$ cat src/rtl/uart_pkg.sv
// uart_pkg
//   Shared UART definitions for the receive and transmit paths.
//   - rx_state_t              : receiver FSM state encoding
//   - UART_DATA_BITS          : payload bits per frame
//   - UART_DEFAULT_CLKS_PER_BIT : 50 MHz / 115200 baud
//   - UART_CLKS_*             : baud table (clocks per bit at UART_CLK_HZ)
//   - uart_even_parity()      : even-parity bit for one data byte
package uart_pkg;

  localparam int UART_DATA_BITS            = 8;
  localparam int UART_CLK_HZ               = 50_000_000;
  localparam int UART_DEFAULT_CLKS_PER_BIT = 434;

  // Baud table shared with the transmitter (clocks per bit at UART_CLK_HZ).
  localparam int UART_CLKS_9600   = 5208;
  localparam int UART_CLKS_19200  = 2604;
  localparam int UART_CLKS_57600  = 868;
  localparam int UART_CLKS_115200 = 434;

  typedef enum logic [2:0] {
    RX_IDLE   = 3'd0,
    RX_START  = 3'd1,
    RX_DATA   = 3'd2,
    RX_PARITY = 3'd3,
    RX_STOP   = 3'd4,
    RX_BREAK  = 3'd5
  } rx_state_t;

  // Even-parity bit: makes the total count of ones (data + parity) even.
  function automatic logic uart_even_parity(input logic [UART_DATA_BITS-1:0] d);
    return ^d;
  endfunction

endpackage

$ cat src/rtl/sync_2ff.sv
// sync_2ff
//   Single-bit two-flop synchroniser for asynchronous inputs.
//   Parameter RST_VAL sets the value both flops take during reset, so an
//   idle-high line does not look like an edge when reset is released.
// Ports:
//   clk  in  system clock
//   rst  in  synchronous active-high reset
//   d    in  asynchronous input
//   q    out synchronised output (two clk edges of latency)
module sync_2ff #(
  parameter logic RST_VAL = 1'b1
) (
  input  logic clk,
  input  logic rst,
  input  logic d,
  output logic q
);

  logic meta_q;
  logic sync_q;
  logic meta_d;
  logic sync_d;

  // Next values: shift the input through the two stages.
  always_comb begin
    meta_d = d;
    sync_d = meta_q;
  end

  // Synchroniser flops with synchronous reset to RST_VAL.
  always_ff @(posedge clk) begin
    if (rst) begin
      meta_q <= RST_VAL;
      sync_q <= RST_VAL;
    end else begin
      meta_q <= meta_d;
      sync_q <= sync_d;
    end
  end

  assign q = sync_q;

endmodule

$ cat src/rtl/uart_rx_char.sv
// uart_rx_char
//   Serial receive stage for the character display path. Deserialises
//   asynchronous 8N1 frames (8E1 when UART_RX_PARITY_EN is defined) from
//   `rx` and holds the last good byte on `data_out`, which feeds the
//   ASCII-to-7-segment decoder combinationally.
// Configuration macro: UART_RX_PARITY_EN
//   defined   : even-parity bit between data and stop, parity_err live
//   undefined : 10-bit frames, parity_err tied to 0
// Parameters:
//   CLKS_PER_BIT  clock cycles per bit, legal 4..65535
// Ports:
//   clk         in   system clock
//   rst         in   synchronous active-high reset
//   rx          in   asynchronous serial input, idle high
//   data_out    out  [7:0] last correctly received byte (reset 8'h00)
//   data_valid  out  one-cycle pulse when data_out updates
//   frame_err   out  one-cycle pulse when the stop bit is sampled low
//   parity_err  out  one-cycle pulse on parity mismatch
module uart_rx_char
  import uart_pkg::*;
#(
  parameter int CLKS_PER_BIT = UART_DEFAULT_CLKS_PER_BIT
) (
  input  logic                      clk,
  input  logic                      rst,
  input  logic                      rx,
  output logic [UART_DATA_BITS-1:0] data_out,
  output logic                      data_valid,
  output logic                      frame_err,
  output logic                      parity_err
);

  localparam int CNT_W = (CLKS_PER_BIT > 1) ? $clog2(CLKS_PER_BIT) : 1;
  localparam logic [CNT_W-1:0] CNT_HALF = CNT_W'(CLKS_PER_BIT / 2 - 1);
  localparam logic [CNT_W-1:0] CNT_LAST = CNT_W'(CLKS_PER_BIT - 1);
  localparam logic [CNT_W-1:0] CNT_ZERO = CNT_W'(0);
  localparam logic [CNT_W-1:0] CNT_ONE  = CNT_W'(1);

  logic rx_s;

  rx_state_t                 state_q, state_d;
  logic [CNT_W-1:0]          cnt_q, cnt_d;
  logic [2:0]                idx_q, idx_d;
  logic [UART_DATA_BITS-1:0] shreg_q, shreg_d;
  logic                      par_bad_q, par_bad_d;

  // Frame outcome decided at the stop-bit sample point; the output stage
  // turns it into the visible strobes one edge later.
  logic ev_valid_q, ev_valid_d;
  logic ev_ferr_q, ev_ferr_d;

  logic [UART_DATA_BITS-1:0] data_out_q, data_out_d;
  logic                      data_valid_q, data_valid_d;
  logic                      frame_err_q, frame_err_d;

`ifdef UART_RX_PARITY_EN
  logic ev_perr_q, ev_perr_d;
  logic parity_err_q, parity_err_d;
`endif

  sync_2ff #(
    .RST_VAL (1'b1)
  ) u_rx_sync (
    .clk (clk),
    .rst (rst),
    .d   (rx),
    .q   (rx_s)
  );

  // Receiver FSM: bit timing, data shifting and frame outcome decision.
  always_comb begin
    state_d    = state_q;
    cnt_d      = cnt_q + CNT_ONE;
    idx_d      = idx_q;
    shreg_d    = shreg_q;
    par_bad_d  = par_bad_q;
    ev_valid_d = 1'b0;
    ev_ferr_d  = 1'b0;
`ifdef UART_RX_PARITY_EN
    ev_perr_d  = 1'b0;
`endif

    case (state_q)
      RX_IDLE: begin
        cnt_d = CNT_ZERO;
        if (!rx_s) begin
          state_d = RX_START;
        end else begin
          state_d = RX_IDLE;
        end
      end

      RX_START: begin
        // Re-check the line at mid start bit to reject short glitches.
        if (cnt_q == CNT_HALF) begin
          cnt_d = CNT_ZERO;
          if (rx_s) begin
            state_d = RX_IDLE;
          end else begin
            state_d   = RX_DATA;
            idx_d     = 3'd0;
            par_bad_d = 1'b0;
          end
        end else begin
          state_d = RX_START;
        end
      end

      RX_DATA: begin
        // Sampling a full bit period after mid start keeps every sample
        // near the centre of its bit.
        if (cnt_q == CNT_LAST) begin
          cnt_d          = CNT_ZERO;
          shreg_d[idx_q] = rx_s;
          idx_d          = idx_q + 3'd1;
          if (idx_q == 3'd7) begin
`ifdef UART_RX_PARITY_EN
            state_d = RX_PARITY;
`else
            state_d = RX_STOP;
`endif
          end else begin
            state_d = RX_DATA;
          end
        end else begin
          state_d = RX_DATA;
        end
      end

      RX_PARITY: begin
`ifdef UART_RX_PARITY_EN
        if (cnt_q == CNT_LAST) begin
          cnt_d     = CNT_ZERO;
          par_bad_d = uart_even_parity(shreg_q) ^ rx_s;
          state_d   = RX_STOP;
        end else begin
          state_d = RX_PARITY;
        end
`else
        // Unreachable in this build; recover to IDLE if ever entered.
        cnt_d   = CNT_ZERO;
        state_d = RX_IDLE;
`endif
      end

      RX_STOP: begin
        if (cnt_q == CNT_LAST) begin
          cnt_d = CNT_ZERO;
          if (rx_s) begin
            state_d = RX_IDLE;
            if (par_bad_q) begin
`ifdef UART_RX_PARITY_EN
              ev_perr_d = 1'b1;
`endif
            end else begin
              ev_valid_d = 1'b1;
            end
          end else begin
            // A low stop bit may be a line break: wait for the line to go
            // idle rather than decoding the held-low line as new frames.
            ev_ferr_d = 1'b1;
            state_d   = RX_BREAK;
          end
        end else begin
          state_d = RX_STOP;
        end
      end

      RX_BREAK: begin
        cnt_d = CNT_ZERO;
        if (rx_s) begin
          state_d = RX_IDLE;
        end else begin
          state_d = RX_BREAK;
        end
      end

      default: begin
        cnt_d   = CNT_ZERO;
        state_d = RX_IDLE;
      end
    endcase

`ifndef UART_RX_PARITY_EN
    par_bad_d = 1'b0;
`endif
  end

  // Output stage: registered strobes and the held data byte. shreg is
  // untouched outside DATA, so it still holds the frame one edge later.
  always_comb begin
    data_valid_d = ev_valid_q;
    frame_err_d  = ev_ferr_q;
`ifdef UART_RX_PARITY_EN
    parity_err_d = ev_perr_q;
`endif
    if (ev_valid_q) begin
      data_out_d = shreg_q;
    end else begin
      data_out_d = data_out_q;
    end
  end

  // State, datapath and output registers with synchronous reset.
  always_ff @(posedge clk) begin
    if (rst) begin
      state_q      <= RX_IDLE;
      cnt_q        <= CNT_ZERO;
      idx_q        <= 3'd0;
      shreg_q      <= 8'h00;
      par_bad_q    <= 1'b0;
      ev_valid_q   <= 1'b0;
      ev_ferr_q    <= 1'b0;
      data_out_q   <= 8'h00;
      data_valid_q <= 1'b0;
      frame_err_q  <= 1'b0;
`ifdef UART_RX_PARITY_EN
      ev_perr_q    <= 1'b0;
      parity_err_q <= 1'b0;
`endif
    end else begin
      state_q      <= state_d;
      cnt_q        <= cnt_d;
      idx_q        <= idx_d;
      shreg_q      <= shreg_d;
      par_bad_q    <= par_bad_d;
      ev_valid_q   <= ev_valid_d;
      ev_ferr_q    <= ev_ferr_d;
      data_out_q   <= data_out_d;
      data_valid_q <= data_valid_d;
      frame_err_q  <= frame_err_d;
`ifdef UART_RX_PARITY_EN
      ev_perr_q    <= ev_perr_d;
      parity_err_q <= parity_err_d;
`endif
    end
  end

  assign data_out   = data_out_q;
  assign data_valid = data_valid_q;
  assign frame_err  = frame_err_q;
`ifdef UART_RX_PARITY_EN
  assign parity_err = parity_err_q;
`else
  assign parity_err = 1'b0;
`endif

endmodule

$ cat config.mk
export PLATFORM = sky130hd
export DESIGN_NAME = uart_rx_char
export DESIGN_NICKNAME = d
export VERILOG_FILES = /design/src/rtl/uart_pkg.sv /design/src/rtl/sync_2ff.sv /design/src/rtl/uart_rx_char.sv
export SDC_FILE = /design/constraint.sdc
export NUM_CORES = 1
export LEC_CHECK = 0
export CAP_MARGIN = 25
export CORE_MARGIN = 1
export CORE_UTILIZATION = 30
export DETAILED_ROUTE_END_ITERATION = 12
export SLEW_MARGIN = 5
export SYNTH_ARGS = -nofsm -noshare
export SYNTH_HDL_FRONTEND = slang
export SYNTH_SLANG_ARGS = --single-unit
$ cat constraint.sdc
create_clock -name clk -period 2.4 [get_ports clk]
set_clock_uncertainty 0.15 [all_clocks]
set_input_delay 0.48 -clock clk [delete_from_list [all_inputs] [get_ports clk]]
set_output_delay 0.48 -clock clk [all_outputs]
set_load 0.005 [all_outputs]
=== After elaboration in Yosys (flattened, before gate mapping) ===
Cells that the tools add are included.

* Multiplexer cells: 20
* Add/subtract/negate cells: 2
* Equality and inequality tests: 10
* $lt $le $gt $ge: 2
* Reductions and logical operators: 7
* Bitwise gates (word level): 2

{| class="wikitable"
|+ Operators with widths
! operator !! count
|-
| $mux 3 || 8
|-
| $mux 9 || 2
|-
| $pmux 9 s2 || 1
|-
| $pmux 3 s5 || 1
|-
| $add 9x1->9 const B || 1
|-
| $eq 3x3->1 const B || 3
|-
| $eq 9x8->1 const B || 1
|-
| $eq 9x9->1 const B || 1
|-
| $bwmux 8 || 1
|-
| $ne 2x2->1 const B || 3
|-
| $pmux 3 s2 || 1
|-
| $lt 3x4->1 const B || 1
|-
| $mux 1 || 4
|-
| $reduce_and 4->1 || 1
|-
| $add 3x1->3 const B || 1
|-
| $demux 1 s3 || 1
|-
| $eq 3x1->1 const B || 1
|-
| $eq 3x2->1 const B || 1
|-
| $ge 3x1->1 const B || 1
|-
| $logic_not 3->1 || 1
|-
| $reduce_or 3->1 || 1
|-
| $mux 2 || 1
|-
| $not 1->1 || 2
|-
| $reduce_and 2->1 || 1
|-
| 3 further kinds || 3
|}

* Word-level logic and storage cells: 54
* Register bits after elaboration: 37
* Input port bits: 3
* Output and inout bits: 11

=== Longest topological paths before layout ===
* Word-level depth: 5
* Gate-level depth with buffers: 7
* Mapped depth without buffers: 6

=== Cells and area by module ===
A second synthesis with hierarchy kept.

* Cell total of the unflattened synthesis: 178
* Area, all modules: 1617.8 um2

{| class="wikitable"
|+ By module, submodules not included
! module !! instances !! area an instance (um2) !! cells an instance !! sequential area each (um2)
|-
| uart_rx_char || 1 || 1565.3 || 174 || 700.7
|-
| sync_2ff || 1 || 52.6 || 4 || 40.0
|}

=== Worst setup path before layout ===
Ideal clock, no wire load.

* Path kind: reg2reg
* Start point: reg cnt_q[0]
* End point: reg cnt_q[8]
* Required time: 2.135 ns
* Stages on the path, launching flop included: 8
* Setup slack: 0.742 ns
* Buffers on the path: 1
* Setup time: 0.115 ns
* Arrival: 1.393 ns
* Clock period less this slack: 1.658 ns
* Path through: dfxtp_1 > inv_1 > ha_1 > or4b_1 > o21ai_2 > o32a_2 > buf_6 > nor2_1

* Longest elaborated chain between the ends: 3
* Elaborated cells on any way between the ends: 6

{| class="wikitable"
|+ Ends and longest elaborated chain
! item !! line !! text
|-
| start, declared || uart_rx_char.sv:42 || <nowiki>logic [CNT_W-1:0] cnt_q, cnt_d;</nowiki>
|-
| start signal, assigned || uart_rx_char.sv:223 || <nowiki>cnt_q <= cnt_d;</nowiki>
|-
| $add 9x1->9, or another cell as far along || uart_rx_char.sv:73 || <nowiki>cnt_d = cnt_q + CNT_ONE;</nowiki>
|-
| $mux 9 (on tied branches) || uart_rx_char.sv:112, uart_rx_char.sv:147, uart_rx_char.sv:95 ||
|-
| $pmux 9 s2 * || uart_rx_char.sv:83 || <nowiki>case (state_q)</nowiki>
|}

Mark *: on every way between the ends. The rest lies on a longest branch, timed or not.
A chain may end at the register's enable or synchronous reset.

=== Worst setup path in the final report ===
* Start point: reg cnt_q[0]
* End point: reg shreg_q[0]

* Longest elaborated chain between the ends: 2

{| class="wikitable"
|+ Ends and longest elaborated chain
! item !! line !! text
|-
| $eq 9x9->1 || uart_rx_char.sv:112 || <nowiki>if (cnt_q == CNT_LAST) begin</nowiki>
|-
| $reduce_and 2->1 (no line) || -- ||
|-
| end signal, assigned || uart_rx_char.sv:225 || <nowiki>shreg_q <= shreg_d;</nowiki>
|-
| end, declared || uart_rx_char.sv:44 || <nowiki>logic [UART_DATA_BITS-1:0] shreg_q, shreg_d;</nowiki>
|}

No other way between the ends.

==> impl_metrics.yaml <==
status:
  outcome: "finished clean"
worst_setup_path:
  timing.critical_path.buf_inv: 0
  cp-startpoint: "cnt_q[0]"
  setup.worst_path.class: "flip-flop to flip-flop"
  cp.required_ps: 2420
  worst_path_largest_cell_delay_ps: 400
  critical_path.slowest_cell: "dfxtp_1"
  reg2reg_from: "cnt_q[0]"
  startpoint_type: "flip-flop"
  crit_chain: "ha_1 > and4bb_2 > nand3_1 > o41ai_1 > a21oi_1"
  largest_fanout_on_the_critical_path: 12
  critPathCaptureType: "flip-flop"
  path_delay_family: "simple AND/OR/NAND/NOR gates"
  timing.critical_path.arrival_ps: 1890
finish:
  share_of_layout_cells_above_drive_strength_1_pct: 8.377
  diodes: 0
  final_core_utilization_pct: 36.80
  design.final.nets: 199
  areaGrowthSynthToFinish_pct: 15.46
  post_layout_nonfiller_instances: 261
timing:
  hold_viol: 0
  maxSlewViolCount: 0
  worst_slew_pin_slew_ps: 535.2
  timing.hold.ws_ps: 263.5
  finalSetupViolations: 0
  period_share_pct: 77.73
  finalSetupTns_ps: 0
  maxClockFrequency_mhz: 536.0
  grt_setup_unrepaired: "no"
  max-slew-margin-rel_pct: 64.27
  period_minus_ws_final_ps: 1866
place:
  gpl.final_weighted_congestion: 0.7736
  dpl_cells: 254
  port-buffer-count: 12
  dpl_hpwl_um: 1979
synthesis:
  yosys.cell_count.top_type: "dfxtp_1"
  synth.ff_latch_count: 37
  synth_edf_count: 0
  synth.largest_area_cell: "dfxtp_1"
  synthFlopType: "dfxtp_1"
  synthCells: 184
  synth.cell_area_mm2: 0.001659
  yosysTopAreaCellShare_pct: 44.65
  post_synth.cell_area_avg_um2: 9.017
  synth_common_cells: "37 x dfxtp_1, 26 x nor2_1, 12 x a21oi_1, 10 x nand2_1"
  yosys_warnings: 0
  yosysUniqueCellTypes: 40
  yosys-top-cells-area: "dfxtp_1 45%, nor2_1 5.9%, mux2i_1 4.8%, ha_1 3.8%, a21oi_1 3.6%"
  synth_sequential_area_ratio_pct: 44.65
  synthesis.nets: 192
  fraction_of_registers_with_async_set_reset_pct: 0
floorplan:
  die_height_um: 76.37
  fp.coreArea_mm2: 0.005205
  rows: 26
  design.die.area_mm2: 0.005832
  start_util_pct: 31.87
  design.portCount: 14
  die-width_um: 76.37
clock_tree:
  later_pin_clock_latency_in_the_skew_report_ps: 280
  post_cts_resize_count: 0
  post-cts-setup-buffers: 0
  clock_transition_at_path_regs_ps: 70
  clock_tree.buffer_depth: 2
  clock_tree_from_tritoncts: "yes"
  tritoncts_num_sinks: 37
  clockRootBuffer: "clkbuf_8"
  number_of_buffers_inserted_by_hold_repair_at_cts: 0
  htree_num_levels: 2
  cts_made_buffers: 5
drt:
  route.detailed.wl_per_inst_um: 11.21
  dr_total_vias: 1232
  drt_iter0_markers: 78
  antenna_violating_nets_post_route: 0
  drtPass1Iterations: 4
  via_per_inst: 4.720
  totalWireLength_um: 2926
  drcViolationCount: 0
power:
  power_switching_mw: 0.2271
  peak_supply_drop_mv: 0.2450
  power_per_unit_of_standard_cell_area_mw_per_mm2: 603.9
  p_leak_nw: 0.6320
  power.combinational.fraction_pct: 2.2
  internal_power_mw: 0.9296
  p_seq_share_pct: 53.8
  switching_share_pct: 19.63
  total_power_mw: 1.157
  relative_contribution_of_the_clock_network_to_total_power_pct: 44.0
global_routing:
  grt_max_degree: 27
  grt_antenna_before_repair: 0
  grt_first_pass_wirelength_um: 5278
  grt_pass1_vias: 1162
  grt.overflow.total: 0
  global_route.usage.total_pct: 11.46
min_path:
  hp-class: "flip-flop to flip-flop"
  hold_start: "u_rx_sync.meta_q"
job:
  cap_violations: 0
sequential cells by signal (all words and copies together) (netlist names):
signal	cells
data_valid	1
idx_q	3
u_rx_sync.meta_q	1
data_out	8
cnt_q	9
shreg_q	8
ev_ferr_q	1
u_rx_sync.q	1
data_valid_d	1
frame_err	1
state_q	3
through the flow:
stage               worst slack (ps)  cell area [um2]
floorplan                      742.3             1659
global placement               510.1             1812
detailed placement             491.6             1812
CTS                            522.3             1916
global route                   331.9             1916
finish                         534.5             1916
cell type report:
cell class	instances	area, um2
multi-input cells	128	833.3
repair buffers	13	127.6
clock inverters	2	35.03
fillers	532	3289
flip-flops and latches	37	740.7
well taps	70	87.58
clock buffers	5	68.82
inverters	6	22.52
routing by layer:
metal / track usage [%] / up-vias / wire (um)
met3: 3.234 / 7 / 103
li1: - / 651 / -
met1: 14.19 / 557 / 1443
met4: 6.538 / 0 / 72
met2: 17.75 / 17 / 1306
met5: 0 / - / 0
power by group through the flow:
stage               registers, mW  clock network (mW)  logic, mW
global route                0.623               0.551     0.0291
finish                      0.622               0.509     0.0256
detailed placement          0.637                   0     0.0262
CTS                         0.622               0.527     0.0263
global placement            0.636                   0     0.0260
floorplan                   0.634                   0     0.0219
worst paths after layout:
check	endpoint	cells after the start	slack [ps]
max reg2reg	shreg_q[0]	5	530
max	shreg_q[0]	5	530
min reg2reg	u_rx_sync.q	1	260
min	u_rx_sync.q	1	260
worst register-to-register path, cell delays in order (launching register included):
cell and delay [ps]:
dfxtp_1 400, ha_1 160, and4bb_2 260, nand3_1 330, o41ai_1 350, a21oi_1 100
layout by cell type, fill, tap and decap left out, drive strengths merged, types with 2 or more instances in the layout:
master | netlist | final
a21oi | 12 | 12
clkbuf | 7 | 5
nand4b | 4 | 4
clkdlybuf4s50 | 0 | 12
o21ai | 6 | 6
nor4 | 2 | 2
inv | 6 | 6
or2 | 3 | 3
nor2 | 26 | 26
nand2 | 10 | 10
xor2 | 2 | 2
ha | 5 | 5
and2 | 2 | 2
xnor2 | 6 | 6
nand3 | 8 | 8
nand4 | 7 | 7
nand2b | 2 | 2
mux2i | 8 | 8
o31ai | 3 | 3
nor2b | 6 | 6
dfxtp | 37 | 37
o41ai | 2 | 2
logic make-up (layout without fill, tap and decap cells):
group                    Yosys count  after routing  synth area share [%]
flip-flops                        37             37                 44.65
AND/OR/NAND/NOR                   78             78                 26.55
buffers and inverters             19             26                 5.129
multiplexers                       8              8                 4.827
XOR/XNOR                           8              8                 4.223
adder cells (fa/ha/maj)            5              5                 3.771
other                              1              1                0.2260
AO/OA/AOI/OAI                     28             28                 10.63
(Power assumes the default switching activity.)
